==> src/rtl/mem_access_pkg.sv <==
// Shared types and default widths for the CPU memory-access controller.
package mem_access_pkg;

    localparam int ADDR_W_DEF = 12;
    localparam int DATA_W_DEF = 16;
    localparam int CNT_W      = 4;

    typedef enum logic [2:0] {
        IDLE   = 3'd0,
        READ   = 3'd1,
        WRITE  = 3'd2,
        VERIFY = 3'd3,
        RESP   = 3'd4
    } state_t;

endpackage

==> src/rtl/mem_wait_counter.sv <==
// Loadable down-counter with a zero flag; paces how long mem_Read is held.
module mem_wait_counter
    import mem_access_pkg::*;
#(
    parameter int W = CNT_W
) (
    input  logic         clk,
    input  logic         rst,
    input  logic         load_i,
    input  logic [W-1:0] load_val_i,
    input  logic         dec_i,
    output logic         zero_o
);

    logic [W-1:0] count_q;
    logic [W-1:0] count_d;

    always_comb begin
        count_d = count_q;
        if (load_i) begin
            count_d = load_val_i;
        end else if (dec_i && (count_q != '0)) begin
            count_d = count_q - 1'b1;
        end
    end

    always_ff @(posedge clk) begin
        if (rst) begin
            count_q <= '0;
        end else begin
            count_q <= count_d;
        end
    end

    assign zero_o = (count_q == '0);

endmodule

==> src/rtl/mem_access_ctrl.sv <==
// Initiator side of the CPU memory interface: one load/store outstanding at a time.
// Optional read-back check after every store is enabled by MEMACC_WRITE_VERIFY_EN.
module mem_access_ctrl
    import mem_access_pkg::*;
#(
    parameter int ADDR_W  = ADDR_W_DEF,
    parameter int DATA_W  = DATA_W_DEF,
    parameter int RD_WAIT = 0
) (
    input  logic              clk,
    input  logic              rst,
    input  logic              req_valid,
    output logic              req_ready,
    input  logic              req_write,
    input  logic [ADDR_W-1:0] req_addr,
    input  logic [DATA_W-1:0] req_wdata,
    output logic              rsp_valid,
    input  logic              rsp_ready,
    output logic              rsp_write,
    output logic [DATA_W-1:0] rsp_rdata,
    output logic              rsp_err,
    output logic              mem_Write,
    output logic              mem_Read,
    output logic [ADDR_W-1:0] mem_address,
    output logic [DATA_W-1:0] mem_data_in,
    input  logic [DATA_W-1:0] mem_data_out
);

    localparam logic [CNT_W-1:0] RD_WAIT_C = CNT_W'(RD_WAIT);

    state_t            state_q;
    logic [ADDR_W-1:0] addr_q;
    logic [DATA_W-1:0] wdata_q;
    logic              write_q;
    logic [DATA_W-1:0] rsp_rdata_q;
    logic              rsp_valid_q;
    logic              req_ready_q;
    logic              mem_read_q;
    logic              mem_write_q;
    logic              cnt_load;
    logic              cnt_dec;
    logic              cnt_zero;
`ifdef MEMACC_WRITE_VERIFY_EN
    logic              rsp_err_q;
`endif

    // Reloading throughout IDLE and WRITE guarantees RD_WAIT on entry to READ/VERIFY.
    assign cnt_load = (state_q == IDLE) || (state_q == WRITE);
    assign cnt_dec  = (state_q == READ) || (state_q == VERIFY);

    mem_wait_counter #(
        .W(CNT_W)
    ) u_wait_cnt (
        .clk       (clk),
        .rst       (rst),
        .load_i    (cnt_load),
        .load_val_i(RD_WAIT_C),
        .dec_i     (cnt_dec),
        .zero_o    (cnt_zero)
    );

    always_ff @(posedge clk) begin
        if (rst) begin
            state_q     <= IDLE;
            addr_q      <= '0;
            wdata_q     <= '0;
            write_q     <= 1'b0;
            rsp_rdata_q <= '0;
            rsp_valid_q <= 1'b0;
            req_ready_q <= 1'b1;
            mem_read_q  <= 1'b0;
            mem_write_q <= 1'b0;
`ifdef MEMACC_WRITE_VERIFY_EN
            rsp_err_q   <= 1'b0;
`endif
        end else begin
            unique case (state_q)
                IDLE: begin
                    if (req_valid && req_ready_q) begin
                        addr_q      <= req_addr;
                        wdata_q     <= req_wdata;
                        write_q     <= req_write;
                        req_ready_q <= 1'b0;
`ifdef MEMACC_WRITE_VERIFY_EN
                        rsp_err_q   <= 1'b0;
`endif
                        if (req_write) begin
                            state_q     <= WRITE;
                            mem_write_q <= 1'b1;
                        end else begin
                            state_q    <= READ;
                            mem_read_q <= 1'b1;
                        end
                    end
                end
                READ: begin
                    if (cnt_zero) begin
                        rsp_rdata_q <= mem_data_out;
                        mem_read_q  <= 1'b0;
                        rsp_valid_q <= 1'b1;
                        state_q     <= RESP;
                    end
                end
                WRITE: begin
                    mem_write_q <= 1'b0;
                    rsp_rdata_q <= '0;
`ifdef MEMACC_WRITE_VERIFY_EN
                    mem_read_q  <= 1'b1;
                    state_q     <= VERIFY;
`else
                    rsp_valid_q <= 1'b1;
                    state_q     <= RESP;
`endif
                end
`ifdef MEMACC_WRITE_VERIFY_EN
                VERIFY: begin
                    if (cnt_zero) begin
                        rsp_rdata_q <= mem_data_out;
                        rsp_err_q   <= (mem_data_out != wdata_q);
                        mem_read_q  <= 1'b0;
                        rsp_valid_q <= 1'b1;
                        state_q     <= RESP;
                    end
                end
`endif
                RESP: begin
                    if (rsp_ready) begin
                        rsp_valid_q <= 1'b0;
                        req_ready_q <= 1'b1;
                        state_q     <= IDLE;
                    end
                end
                default: begin
                    state_q     <= IDLE;
                    rsp_valid_q <= 1'b0;
                    req_ready_q <= 1'b1;
                    mem_read_q  <= 1'b0;
                    mem_write_q <= 1'b0;
                end
            endcase
        end
    end

    // Address and data are gated so the bus idles at zero between strobes.
    assign mem_address = (mem_read_q || mem_write_q) ? addr_q : '0;
    assign mem_data_in = mem_write_q ? wdata_q : '0;
    assign mem_Read    = mem_read_q;
    assign mem_Write   = mem_write_q;
    assign req_ready   = req_ready_q;
    assign rsp_valid   = rsp_valid_q;
    assign rsp_write   = write_q;
    assign rsp_rdata   = rsp_rdata_q;
`ifdef MEMACC_WRITE_VERIFY_EN
    assign rsp_err     = rsp_err_q;
`else
    assign rsp_err     = 1'b0;
`endif

endmodule

==> config.mk <==
export PLATFORM = sky130hd
export DESIGN_NAME = mem_access_ctrl
export DESIGN_NICKNAME = d
export VERILOG_FILES = /design/src/rtl/mem_access_pkg.sv /design/src/rtl/mem_wait_counter.sv /design/src/rtl/mem_access_ctrl.sv
export SDC_FILE = /design/constraint.sdc
export NUM_CORES = 1
export LEC_CHECK = 0
export CORE_ASPECT_RATIO = 1.25
export CORE_MARGIN = 10
export CORE_UTILIZATION = 44
export CTS_CLUSTER_DIAMETER = 50
export DETAILED_ROUTE_END_ITERATION = 10
export GPL_TIMING_DRIVEN = 0
export PLACE_DENSITY = 0.79
export SETUP_SLACK_MARGIN = 0.1
export SLEW_MARGIN = 20
export SYNTH_ARGS = -nofsm -noshare
export SYNTH_HDL_FRONTEND = slang
export SYNTH_SLANG_ARGS = --single-unit
==> constraint.sdc <==
create_clock -name clk -period 1.5 [get_ports clk]
set_input_delay 0.15 -clock clk [delete_from_list [all_inputs] [get_ports clk]]
set_output_delay 0.15 -clock clk [all_outputs]
set_load 0.02 [all_outputs]
Yosys cells after proc, flatten, opt, wreduce, memory -nomap -nowiden
Cells that the tools add are included.

Output and inout bits: 50. Bits of input ports: 49. Bits in registers: 56.

Multiplexer cells: 22. Equality and inequality tests: 9. Bitwise logic cells: 4. $add $sub $neg: 1. Reductions and logical operators: 20.

Operators with widths (number): $mux 16 (2); $pmux 16 s2 (1); $mux 12 (1); $pmux 3 s4 (1); $reduce_and 3->1 (4); $mux 1 (9); $mux 3 (3); $ne 2x2->1 const B (4); $reduce_or 2->1 (4); $eq 3x2->1 const B (2); $pmux 1 s3 (2); $logic_not 4->1 (1); $not 1->1 (4); $pmux 1 s4 (1); $reduce_and 2->1 (2); $reduce_and 4->1 (1); $reduce_bool 4->1 (1); $sub 4x1->4 const B (1); $eq 3x1->1 const B (1); $eq 3x3->1 const B (1); $logic_not 3->1 (1); $logic_or 1x1->1 (3); $logic_and 1x1->1 (2); $mux 2 (1); 3 further kinds (3).

Longest topological paths before layout
Depth in word-level cells: 4. Mapped depth: 6. Gate-level depth less buffers: 5.

Cells and area by module
Synthesis repeated with hierarchy kept, for this count alone.

Cells, all modules: 278. Area, all modules: 2522.4 µm².

Modules (own cells, without submodules): mem_access_ctrl (area each 2259.7 µm², sequential area each 1041.0 µm², times used 1, cells each 249); mem_wait_counter (area each 262.8 µm², sequential area each 80.1 µm², times used 1, cells each 29).

Worst setup path before layout
No wires, ideal clock.

Path type: reg-to-reg. Start point: register u_wait_cnt.count_q[0]. End point: register state_q[2]. Stages on the path, launching flop included: 7. Library setup time: 0.128 ns. Arrival time: 1.247 ns. Path buffers: 1. Slack: 0.126 ns. Period minus slack after synthesis: 1.374 ns. Path through: dfxtp_1 inv_1 ha_1 and4bb_4 buf_4 a211oi_1 nor2_1.

Longest elaborated chain between the ends: 3.

Ends and longest elaborated chain: start, declared (RTL line mem_wait_counter.sv:15) `logic [W-1:0] count_q;`; start signal, assigned (RTL line mem_wait_counter.sv:31) `count_q <= count_d;`; $logic_not 4->1 (RTL line mem_wait_counter.sv:35) `assign zero_o = (count_q == '0);`; $ne 2x2->1 (no source line); $reduce_and 3->1 (no source line); end signal, assigned (RTL line mem_access_ctrl.sv:64) `state_q <= IDLE;`; end signal, assigned (RTL line mem_access_ctrl.sv:88) `state_q <= WRITE;`; end signal, assigned (RTL line mem_access_ctrl.sv:91) `state_q <= READ;`; end, declared (RTL line mem_access_ctrl.sv:31) `state_t state_q;`.

Every way passes these cells. A chain may end at the register's enable or synchronous reset.

Final worst setup path
Start point: register state_q[1]. End point: register wdata_q[4].

Longest elaborated chain between the ends: 2.

Ends and longest elaborated chain: $logic_not 3->1 (RTL line mem_access_ctrl.sv:77) `unique case (state_q)`; $reduce_and 2->1 (no source line); end signal, assigned (RTL line mem_access_ctrl.sv:81) `wdata_q <= req_wdata;`; end, declared (RTL line mem_access_ctrl.sv:33) `logic [DATA_W-1:0] wdata_q;`.

Every way passes these cells.

==> flow_summary_export.csv <==
group,metric,value,unit
cts,cts_buffer_depth,2,
pwr,ir_drop,0.6226,mV
worst_setup_path,critPathKind,"flip-flop to flip-flop",
timing,setup_ws,26.68,ps
route,via_count,2888,
timing,worst-slew-pin-transition,526.9,ps
cts,clkLatencyLatePin,320,ps
job,maxCapViolCount,0,
cells_and_area,multi_input_area,1673,µm²
global_route,overflow,0,
place,placedCellCount,475,
route,detail-route-antenna-nets,0,
timing,drv_slew,0,
logic_synthesis,synth_adder_area_share,0.4805,%
pwr,leakage,1.681,nW
cts,cts_max_level,2,
pwr,power.total,3.984,mW
timing,rsz0062_at_grt,"yes",
logic_synthesis,syn_area_per_cell,8.345,µm²
worst_setup_path,reg2reg_depth,6,
cells_and_area,final-seq-area,1136,µm²
route,routed_wl,9.808,mm
logic_synthesis,synth-simple-area-share,23.59,%
place,dp_hpwl,6.105,mm
logic_synthesis,syn_nets,362,
cells_and_area,fin_cells,498,
floorplanning,io-pin-count,99,
logic_synthesis,synth_top_family_by_area,"compound AO/OA/AOI/OAI gates",
global_route,grt_pass1_vias,2643,
global_route,grt_pass1_wl,12.99,mm
global_route,antenna_found_initial,0,
floorplanning,num_rows,31,
place,place_congestion,0.8080,
floorplanning,core,5779,µm²
worst_setup_path,worstReg2RegEnd,"wdata_q[4]$_SDFFE_PP0P_",
cells_and_area,drive_above_1_share,32.64,%
logic_synthesis,synthXorXnorAreaFrac,0,%
place,place_area,3657,µm²
worst_setup_path,worst_path_largest_cell_delay,330,ps
timing,setup_viol,0,
min_path,hold_path.class,"input port to flip-flop",
global_route,grt_max_degree,19,
timing,relSlewSlack,64.87,%
floorplanning,die_x,88.81,µm
cts,cts.sinks,56,
logic_synthesis,yosysSeqAreaShare,43.06,%
logic_synthesis,synth_flop_cell,"dfxtp_1",
place,port_buffers,97,
worst_setup_path,cp-start-kind,"flip-flop",
cts,cts_buffers,5,
worst_setup_path,reg2reg_from,"state_q[1]$_SDFFE_PP0P_",
route,drcViolationCount,0,
logic_synthesis,synthMuxAreaShare,0,%
floorplanning,die_h,106.0,µm
cells_and_area,fillers,395,
cells_and_area,final_area,4395,µm²
global_route,grt_usage,16.71,%
timing,setup_tns,0,ps
cells_and_area,final_util,76.06,%
pwr,powerDensity,906.4,nW/µm²
timing,whs,378.8,ps
min_path,hold_path_startpoint,"mem_data_out[1]",
cells_and_area,layout_common_cells,"dfxtp_1 (48), clkdlybuf4s50_1 (48), nand3_1 (46)",
worst_setup_path,crit_path_frequent_cell,"buf_12",
outcome,status,"complete, no violations",
worst_setup_path,crit_arrival,1680,ps
timing,finalHoldViolCount,0,
cts,cts_tree,"built",
floorplanning,initial_core_util,45.05,%
worst_setup_path,worstPathCellList,"buf_6 > or2_4 > buf_12 > buf_12 > o31ai_2 > a21oi_1",
min_path,holdPathStages,3,
route,drt_pass1_iterations,4,
logic_synthesis,ys_types,42,
cells_and_area,synthToLayoutAreaGrowth,68.81,%
cts,cts.root.buffer_cell,"clkbuf_8",
cells_and_area,antenna_cells,0,
worst_setup_path,required,1710,ps
route,routed_via_density,5.799,
cts,clkTransAtPathRegs,110,ps
timing,layout_min_cycle_time,1473,ps
place,post-place-ws,-396.8,ps
logic_synthesis,syn-cell-area,2604,µm²
cells_and_area,final_nets,481,
logic_synthesis,synth_cells,312,
logic_synthesis,yosysWarningCount,0,
worst_setup_path,crit_slowest_cell,"dfxtp_2",
worst_setup_path,r2r_setup_slack,30,ps
timing,finalCritPeriodShare,98.22,%
timing,skew,10.63,ps
logic_synthesis,async_flop_share,0,%
logic_synthesis,synth_compound_area_share,25.13,%
timing,max_freq,0.6787,GHz
route,wl_per_cell,19.69,µm
logic_synthesis,synth.ff_latch_count,56,
worst_setup_path,crit_path_max_fanout,8,
logic_synthesis,synth_edf_count,0,
worst_setup_path,crit_path_end_kind,"flip-flop",
floorplanning,die_area,9414,µm²
min_path,hold_end,"rsp_rdata[1]$_SDFFE_PP0P_",
route,drt_iter0_markers,198,
==> critical path: cells and delay by family, from the launching register on <==
kind	cells	cell delay, ps
flip-flops	1	330
buffers and inverters	3	420
AND/OR/NAND/NOR	1	260
AO/OA/AOI/OAI	2	360
==> per-layer routing <==
layer	GRT usage, %	part of all wire (%)
met1	19.45	39
met2	28.39	50
met3	5.348	9.8
met4	4.514	1.3
met5	0	0
==> worst max-delay path by stage <==
stage / startpoint / endpoint / slack [ps] / cells after the start
finish: state_q[1]$_SDFFE_PP0P_ / wdata_q[4]$_SDFFE_PP0P_ / 30 / 6
global route: state_q[1]$_SDFFE_PP0P_ / wdata_q[4]$_SDFFE_PP0P_ / -50 / 6
CTS: mem_Write$_SDFFE_PP0P_ / mem_address[10] / 10 / 4
detailed placement: mem_Write$_SDFFE_PP0P_ / mem_address[4] / -400 / 4
global placement: mem_Write$_SDFFE_PP0P_ / mem_address[4] / -400 / 4
floorplan: u_wait_cnt.count_q[0]$_SDFFE_PP0P_ / state_q[2]$_SDFFE_PP0P_ / 130 / 6
==> state kept, by name (all words and copies together) (netlist names), 3 cells and up <==
signal and flops:
addr_q 12, rsp_rdata 16, state_q 3, wdata_q 16, u_wait_cnt.count_q 4
==> what timing repair did <==
item / in CTS / in global routing
endpoints found under the setup margin: 94 / 76
setup buffers: 4 / 5
resized for setup: 155 / 142
hold buffers: 0 / 0
pin swaps: 5 / 40
gates cloned: 0 / 6
==> kinds of logic (layout without fill, tap and decap cells) <==
logic type / count (synthesis) / in the layout
simple gates: 106 / 106
other cells: 1 / 1
flops: 56 / 56
compound gates: 108 / 108
buf+inv: 40 / 160
fa+ha+maj: 1 / 1
==> where the power goes <==
group          switching (mW)  internal (mW)  total [mW]
combinational           0.756          0.666        1.42
clock                   0.528          0.333       0.861
sequential             0.0957           1.61        1.70
total                    1.38           2.60        3.98
==> cells in the mapped netlist (3+ instances only) <==
library cell | n | share of area (%)
a211oi_1 | 3 | 0.86
a21oi_1 | 47 | 9.0
a31oi_1 | 3 | 0.72
and2_1 | 16 | 3.8
buf_2 | 16 | 3.1
buf_4 | 3 | 0.86
clkbuf_1 | 12 | 1.7
dfxtp_1 | 56 | 43
inv_1 | 5 | 0.72
nand2_1 | 4 | 0.58
nand3_1 | 46 | 8.8
nor2_1 | 3 | 0.43
nor2b_1 | 14 | 3.4
o21ai_0 | 19 | 3.7
o31ai_1 | 28 | 8.1
or3_1 | 5 | 1.2
==> area by class of cell <==
cell class / count / area share [%]
multi-input cells: 216 / 38.06
flip-flops and latches: 56 / 25.85
repair buffers: 112 / 24.37
plain buffers: 35 / 7.373
well taps: 66 / 1.879
clock buffers: 5 / 1.566
clock inverters: 3 / 0.4839
inverters: 5 / 0.4270
Note: power is estimated with default switching activity, not from simulation.
